$ cat config.mk
export PLATFORM = sky130hd
export DESIGN_NAME = fetch_unit
export DESIGN_NICKNAME = d
export VERILOG_FILES = /design/src/rtl/cpu_pkg.sv /design/src/rtl/ip_counter.sv /design/src/rtl/fetch_unit.sv
export SDC_FILE = /design/constraint.sdc
export NUM_CORES = 1
export LEC_CHECK = 0
export BUFFER_PORTS_ARGS = -buffer_cell sky130_fd_sc_hd__buf_4
export CAP_MARGIN = 20
export CORE_MARGIN = 2
export CORE_UTILIZATION = 49
export CTS_CLUSTER_SIZE = 30
export DETAILED_ROUTE_END_ITERATION = 16
export PLACE_DENSITY_LB_ADDON = 0.3
export SKIP_CTS_REPAIR_TIMING = 1
export SYNTH_ARGS = -nofsm -noshare
export SYNTH_HDL_FRONTEND = slang
export SYNTH_HIERARCHICAL = 1
export SYNTH_SLANG_ARGS = --single-unit
$ cat constraint.sdc
create_clock -name clk -period 3.1 [get_ports clk]
set_input_delay 0 -clock clk [delete_from_list [all_inputs] [get_ports clk]]
set_output_delay 0 -clock clk [all_outputs]
set_load 0.02 [all_outputs]
$ cat src/rtl/cpu_pkg.sv
// Shared CPU definitions for the fetch path.
//   fetch_state_t : fetch sequencer states
//   IP_W / LINE_W : default instruction-pointer and instruction-word widths
//   HALT_WORD     : sentinel instruction that ends the program
package cpu_pkg;

  localparam int unsigned IP_W   = 8;
  localparam int unsigned LINE_W = 32;

  localparam logic [LINE_W-1:0] HALT_WORD = '1;

  typedef enum logic [1:0] {IDLE, FETCH, HALT} fetch_state_t;

endpackage

$ cat src/rtl/ip_counter.sv
// Program counter register for the fetch unit.
//   clk, n_rst : clock, asynchronous active-low reset (pc <= RESET_IP)
//   load       : load load_ip this cycle (wins over incr)
//   load_ip    : value to load (redirect target or restart address)
//   incr       : advance pc by one, wrapping at all-ones
//   pc         : current program counter
module ip_counter #(
  parameter int unsigned          IP_WIDTH = 8,
  parameter logic [IP_WIDTH-1:0]  RESET_IP = '0
) (
  input  logic                clk,
  input  logic                n_rst,
  input  logic                load,
  input  logic [IP_WIDTH-1:0] load_ip,
  input  logic                incr,
  output logic [IP_WIDTH-1:0] pc
);

  logic [IP_WIDTH-1:0] pc_q;

  always_ff @(posedge clk or negedge n_rst) begin
    if (!n_rst) begin
      pc_q <= RESET_IP;
    end else if (load) begin
      pc_q <= load_ip;
    end else if (incr) begin
      pc_q <= pc_q + IP_WIDTH'(1);
    end
  end

  assign pc = pc_q;

endmodule

$ cat src/rtl/fetch_unit.sv
// Instruction-fetch sequencer: reads line memory at pc, holds one fetched
// instruction for the decoder behind a valid/ready handshake, follows branch
// redirects and stops on the halt sentinel.
//   clk, n_rst      : clock, asynchronous active-low reset
//   start           : pulse; begin fetching at RESET_IP (from IDLE or HALT)
//   mem_en, mem_ip  : line memory read enable / address (mem_ip is always pc)
//   mem_line        : word returned by memory in the same cycle as mem_en
//   inst, inst_ip   : held instruction and the address it came from
//   inst_valid      : inst holds an instruction not yet taken
//   inst_ready      : decoder takes inst this cycle
//   br_valid        : redirect request, br_target is the new pc
//   halted          : sentinel fetched, fetching stopped
// LINE_WIDTH is expected to equal cpu_pkg::LINE_W, the width of HALT_WORD.
module fetch_unit
  import cpu_pkg::*;
#(
  parameter int unsigned         IP_WIDTH   = IP_W,
  parameter int unsigned         LINE_WIDTH = LINE_W,
  parameter logic [IP_WIDTH-1:0] RESET_IP   = '0
) (
  input  logic                  clk,
  input  logic                  n_rst,
  input  logic                  start,
  output logic                  mem_en,
  output logic [IP_WIDTH-1:0]   mem_ip,
  input  logic [LINE_WIDTH-1:0] mem_line,
  output logic [LINE_WIDTH-1:0] inst,
  output logic [IP_WIDTH-1:0]   inst_ip,
  output logic                  inst_valid,
  input  logic                  inst_ready,
  input  logic                  br_valid,
  input  logic [IP_WIDTH-1:0]   br_target,
  output logic                  halted
);

  fetch_state_t          state_q, state_d;
  logic [LINE_WIDTH-1:0] inst_q;
  logic [IP_WIDTH-1:0]   inst_ip_q;
  logic                  inst_valid_q, inst_valid_d;
  logic                  halted_q, halted_d;
  logic                  pc_load, capture, stall, is_halt;
  logic [IP_WIDTH-1:0]   pc_load_ip, pc;

  ip_counter #(
    .IP_WIDTH (IP_WIDTH),
    .RESET_IP (RESET_IP)
  ) u_ip_counter (
    .clk     (clk),
    .n_rst   (n_rst),
    .load    (pc_load),
    .load_ip (pc_load_ip),
    .incr    (capture),
    .pc      (pc)
  );

  // A held instruction that is not taken blocks the next fetch; a redirect
  // suppresses the fetch so the wrong-path word is never captured.
  assign stall   = inst_valid_q & ~inst_ready;
  assign mem_en  = (state_q == FETCH) & ~stall & ~br_valid;
  assign mem_ip  = pc;
  assign is_halt = (mem_line == LINE_WIDTH'(HALT_WORD));

  always_comb begin
    state_d      = state_q;
    inst_valid_d = inst_valid_q;
    halted_d     = halted_q;
    pc_load      = 1'b0;
    pc_load_ip   = RESET_IP;
    capture      = 1'b0;
    unique case (state_q)
      IDLE: begin
        if (start) begin
          state_d = FETCH;
          pc_load = 1'b1;
        end
      end
      FETCH: begin
        if (br_valid) begin
          // Held instruction either completes its take or is flushed.
          pc_load      = 1'b1;
          pc_load_ip   = br_target;
          inst_valid_d = 1'b0;
        end else if (mem_en) begin
          if (is_halt) begin
            state_d      = HALT;
            halted_d     = 1'b1;
            inst_valid_d = 1'b0;
          end else begin
            capture      = 1'b1;
            inst_valid_d = 1'b1;
          end
        end
        // mem_en low without a redirect is a stall: everything holds.
      end
      HALT: begin
        if (start) begin
          state_d  = FETCH;
          pc_load  = 1'b1;
          halted_d = 1'b0;
        end
      end
      default: state_d = IDLE;
    endcase
  end

  always_ff @(posedge clk or negedge n_rst) begin
    if (!n_rst) begin
      state_q      <= IDLE;
      inst_q       <= '0;
      inst_ip_q    <= '0;
      inst_valid_q <= 1'b0;
      halted_q     <= 1'b0;
    end else begin
      state_q      <= state_d;
      inst_valid_q <= inst_valid_d;
      halted_q     <= halted_d;
      if (capture) begin
        inst_q    <= mem_line;
        inst_ip_q <= pc;
      end
    end
  end

  assign inst       = inst_q;
  assign inst_ip    = inst_ip_q;
  assign inst_valid = inst_valid_q;
  assign halted     = halted_q;

endmodule

==> results.json <==
{
  "timing.max_cap.violations": 0,
  "switching_power_uw": 697,
  "fin_area_um2": 3670,
  "skew_ns": 0.00411,
  "path_cells": "nand2b_4 -> or3_4 -> a21oi_4 -> buf_4 -> nand3_1 -> or4_1 -> nand3_1",
  "synth.distinct_cells": 29,
  "rsz0062_at_grt": "no",
  "fillers": 335,
  "cp.required_ns": 3.34,
  "placed_area_um2": 3230,
  "netlist.top_cell.by_area": "dfrtp_1",
  "num_io_pins": 96,
  "start_kind": "register",
  "final_nets": 352,
  "path_clk_slew_ns": 0.09,
  "worstMarginPinSlew_ns": 0.653,
  "status": "finished, violations left",
  "hpwlAfterDp_um": 3950,
  "grt_pass1_vias": 1715,
  "clk_path_buf_depth": 2,
  "start_util_pct": 51.5,
  "yosysSeqAreaShare_pct": 52.4,
  "min_to": "state_q[1]",
  "swShare_pct": 31.9,
  "critPathTopFamily": "simple AND/OR/NAND/NOR gates",
  "vias": 1874,
  "cellPowerDensity_nw_per_um2": 596,
  "dieArea_um2": 5650,
  "max_freq_mhz": 424,
  "relSlewSlack_pct": 56.5,
  "synth_area_leaders": "dfrtp_1 (52%), mux2_4 (24%), nand4_1 (2.5%)",
  "wl_um": 6040,
  "die_w_um": 75.2,
  "hp-start": "start",
  "crit_path_max_incr_delay_ns": 0.48,
  "synthCells": 178,
  "port_buffers": 95,
  "area_growth_pct": 47.8,
  "worstPathBufferInverterCount": 1,
  "dr.pass1.iters": 4,
  "antennaDiodeCount": 0,
  "core-area_um2": 4820,
  "grt_max_degree": 53,
  "synth_top_cells_by_count": "dfrtp_1 (52), mux2_4 (39), nand2_1 (14)",
  "drt_iter0_drc": 114,
  "yosysMostFrequentCell": "dfrtp_1",
  "yosysWarnings": 6,
  "reg2reg_to": "u_ip_counter/pc[6]",
  "r2r_cells": 7,
  "hp-class": "input port to register",
  "h-tree-depth": 2,
  "dominantRegCellSynth": "dfrtp_1",
  "async_reset_ff_share_pct": 100,
  "drc_errors": 0,
  "grt_overflow_total": 0,
  "rows": 25,
  "ant_nets": 0,
  "syn_nets": 224,
  "min_path_cells": 4,
  "min_period_ns": 2.36,
  "cp_common_cell": "nand3_1",
  "timing.hold.ws_ns": -0.00924,
  "via_per_inst": 5.01,
  "r2r_start": "state_q[1]",
  "hold_viol_final": 1,
  "synth-edff-count": 0,
  "power.share.combinational_pct": 36.9,
  "dieHeight_um": 75.2,
  "clockPowerShare_pct": 20.9,
  "power_uw": 2180,
  "synth_area_um2": 2480,
  "cp_max_fo": 19,
  "cpMaxStageDelayCell": "or4_1",
  "internal_power_uw": 1490,
  "setup_viol": 0,
  "path_class": "register to register",
  "wire_per_inst_um": 16.1,
  "reg2reg_slack_ns": 0.74,
  "synth_top_area_share_pct": 52.4,
  "p_seq_share_pct": 42.3,
  "cp-end-kind": "register",
  "cts_tree": "built",
  "synth-seq-cells": 52,
  "post_synth.cell_area_avg_um2": 13.9,
  "ir_drop_v": 0.000361,
  "violations": "hold timing",
  "p_leak_uw": 0.00181,
  "root_buffer": "clkbuf_8",
  "antenna_found_initial": 0,
  "utilization_pct": 76.2,
  "routabilityCongestion": 0.857,
  "track_usage_pct": 19.8,
  "grt_pass1_wl_um": 8480,
  "critPathArrivalTime_ns": 2.60,
  "clock_sinks": 52,
  "finalSetupTns_ns": 0,
  "cts_buffers": 5,
  "maxSlewViolCount": 0,
  "insertion_delay_ns": 0.30,
  "drive_gt1_share_pct": 49.2,
  "min_period_over_period_pct": 76.1
}
-- registers in the layout, indices dropped and copies added (netlist names) --
name	flops
inst	32
inst_ip	8
u_ip_counter/pc	8
state_q	2
halted	1
inst_valid	1
-- power by group through the flow --
stage | Sequential, uW | Combinational, uW | Clock (uW)
final | 924 | 805 | 456
after global routing | 944 | 859 | 488
after CTS | 923 | 773 | 464
after detailed placement | 934 | 771 | 0
after global placement | 930 | 762 | 0
after floorplan | 1090 | 287 | 0
-- cells by family after synthesis --
logic type	count (synthesis)	synth area share [%]
simple gates	54	14.2
flops	52	52.4
mux	41	24.4
compound gates	15	3.98
buf+inv	11	3.02
xor+xnor	4	1.41
fa+ha+maj	1	0.504
-- worst max-delay path by stage --
stage | cells after the start | end | startpoint
after floorplan | 8 | u_ip_counter/pc[5] | inst_valid
after global placement | 7 | u_ip_counter/pc[6] | state_q[1]
after detailed placement | 7 | u_ip_counter/pc[6] | state_q[1]
after CTS | 7 | u_ip_counter/pc[6] | state_q[1]
after global routing | 7 | u_ip_counter/pc[6] | state_q[1]
final | 7 | u_ip_counter/pc[6] | state_q[1]
-- worst min-delay path, cell delays in order --
cell     delay (ns)
buf_4          0.08
nor2_1         0.03
nand2_1        0.05
o21ai_0        0.08
-- cells in the final DEF (no fill, tap or decap), types with 2 or more instances in the layout --
cell type and instances:
buf_4 97, dlygate4sd3_1 33, and3_1 8, nor2_1 2
inv_1 2, o21ai_0 8, mux2_4 39, dfrtp_1 52
clkbuf_8 5, nand4_1 10, nand2_1 14, o21ai_1 2
nor2b_1 5, a21o_1 2, xor2_1 3, or4_1 3
nor4_4 2, nand3_1 6
-- area by class of cell --
class	count	area [um2]	share of cell area, %
Inverter	2	7.51	0.205
Timing Repair Buffer	130	1060	28.9
Multi-Input combinational cell	115	1110	30.2
Clock inverter	3	42.5	1.16
Clock buffer	5	68.8	1.88
Sequential cell	52	1300	35.5
Tap cell	67	83.8	2.29
-- per-layer routing --
metal  GRT usage, %  part of all wire (%)  vias to the layer above
met4           5.46                   1.9                        0
met5              0                     0                        -
met1           27.8                    42                      885
met3           4.42                   6.2                       13
li1               -                     -                      896
met2           31.1                    50                       80
-- metrics by stage --
stage	instances	setup WS [ns]
2_1_floorplan	178	0.832
3_3_place_gp	333	0.805
3_5_place_dp	333	0.763
4_1_cts	341	0.744
5_1_grt	374	0.609
6_report	374	0.742
No activity file was read; power rests on OpenSTA's default activity.
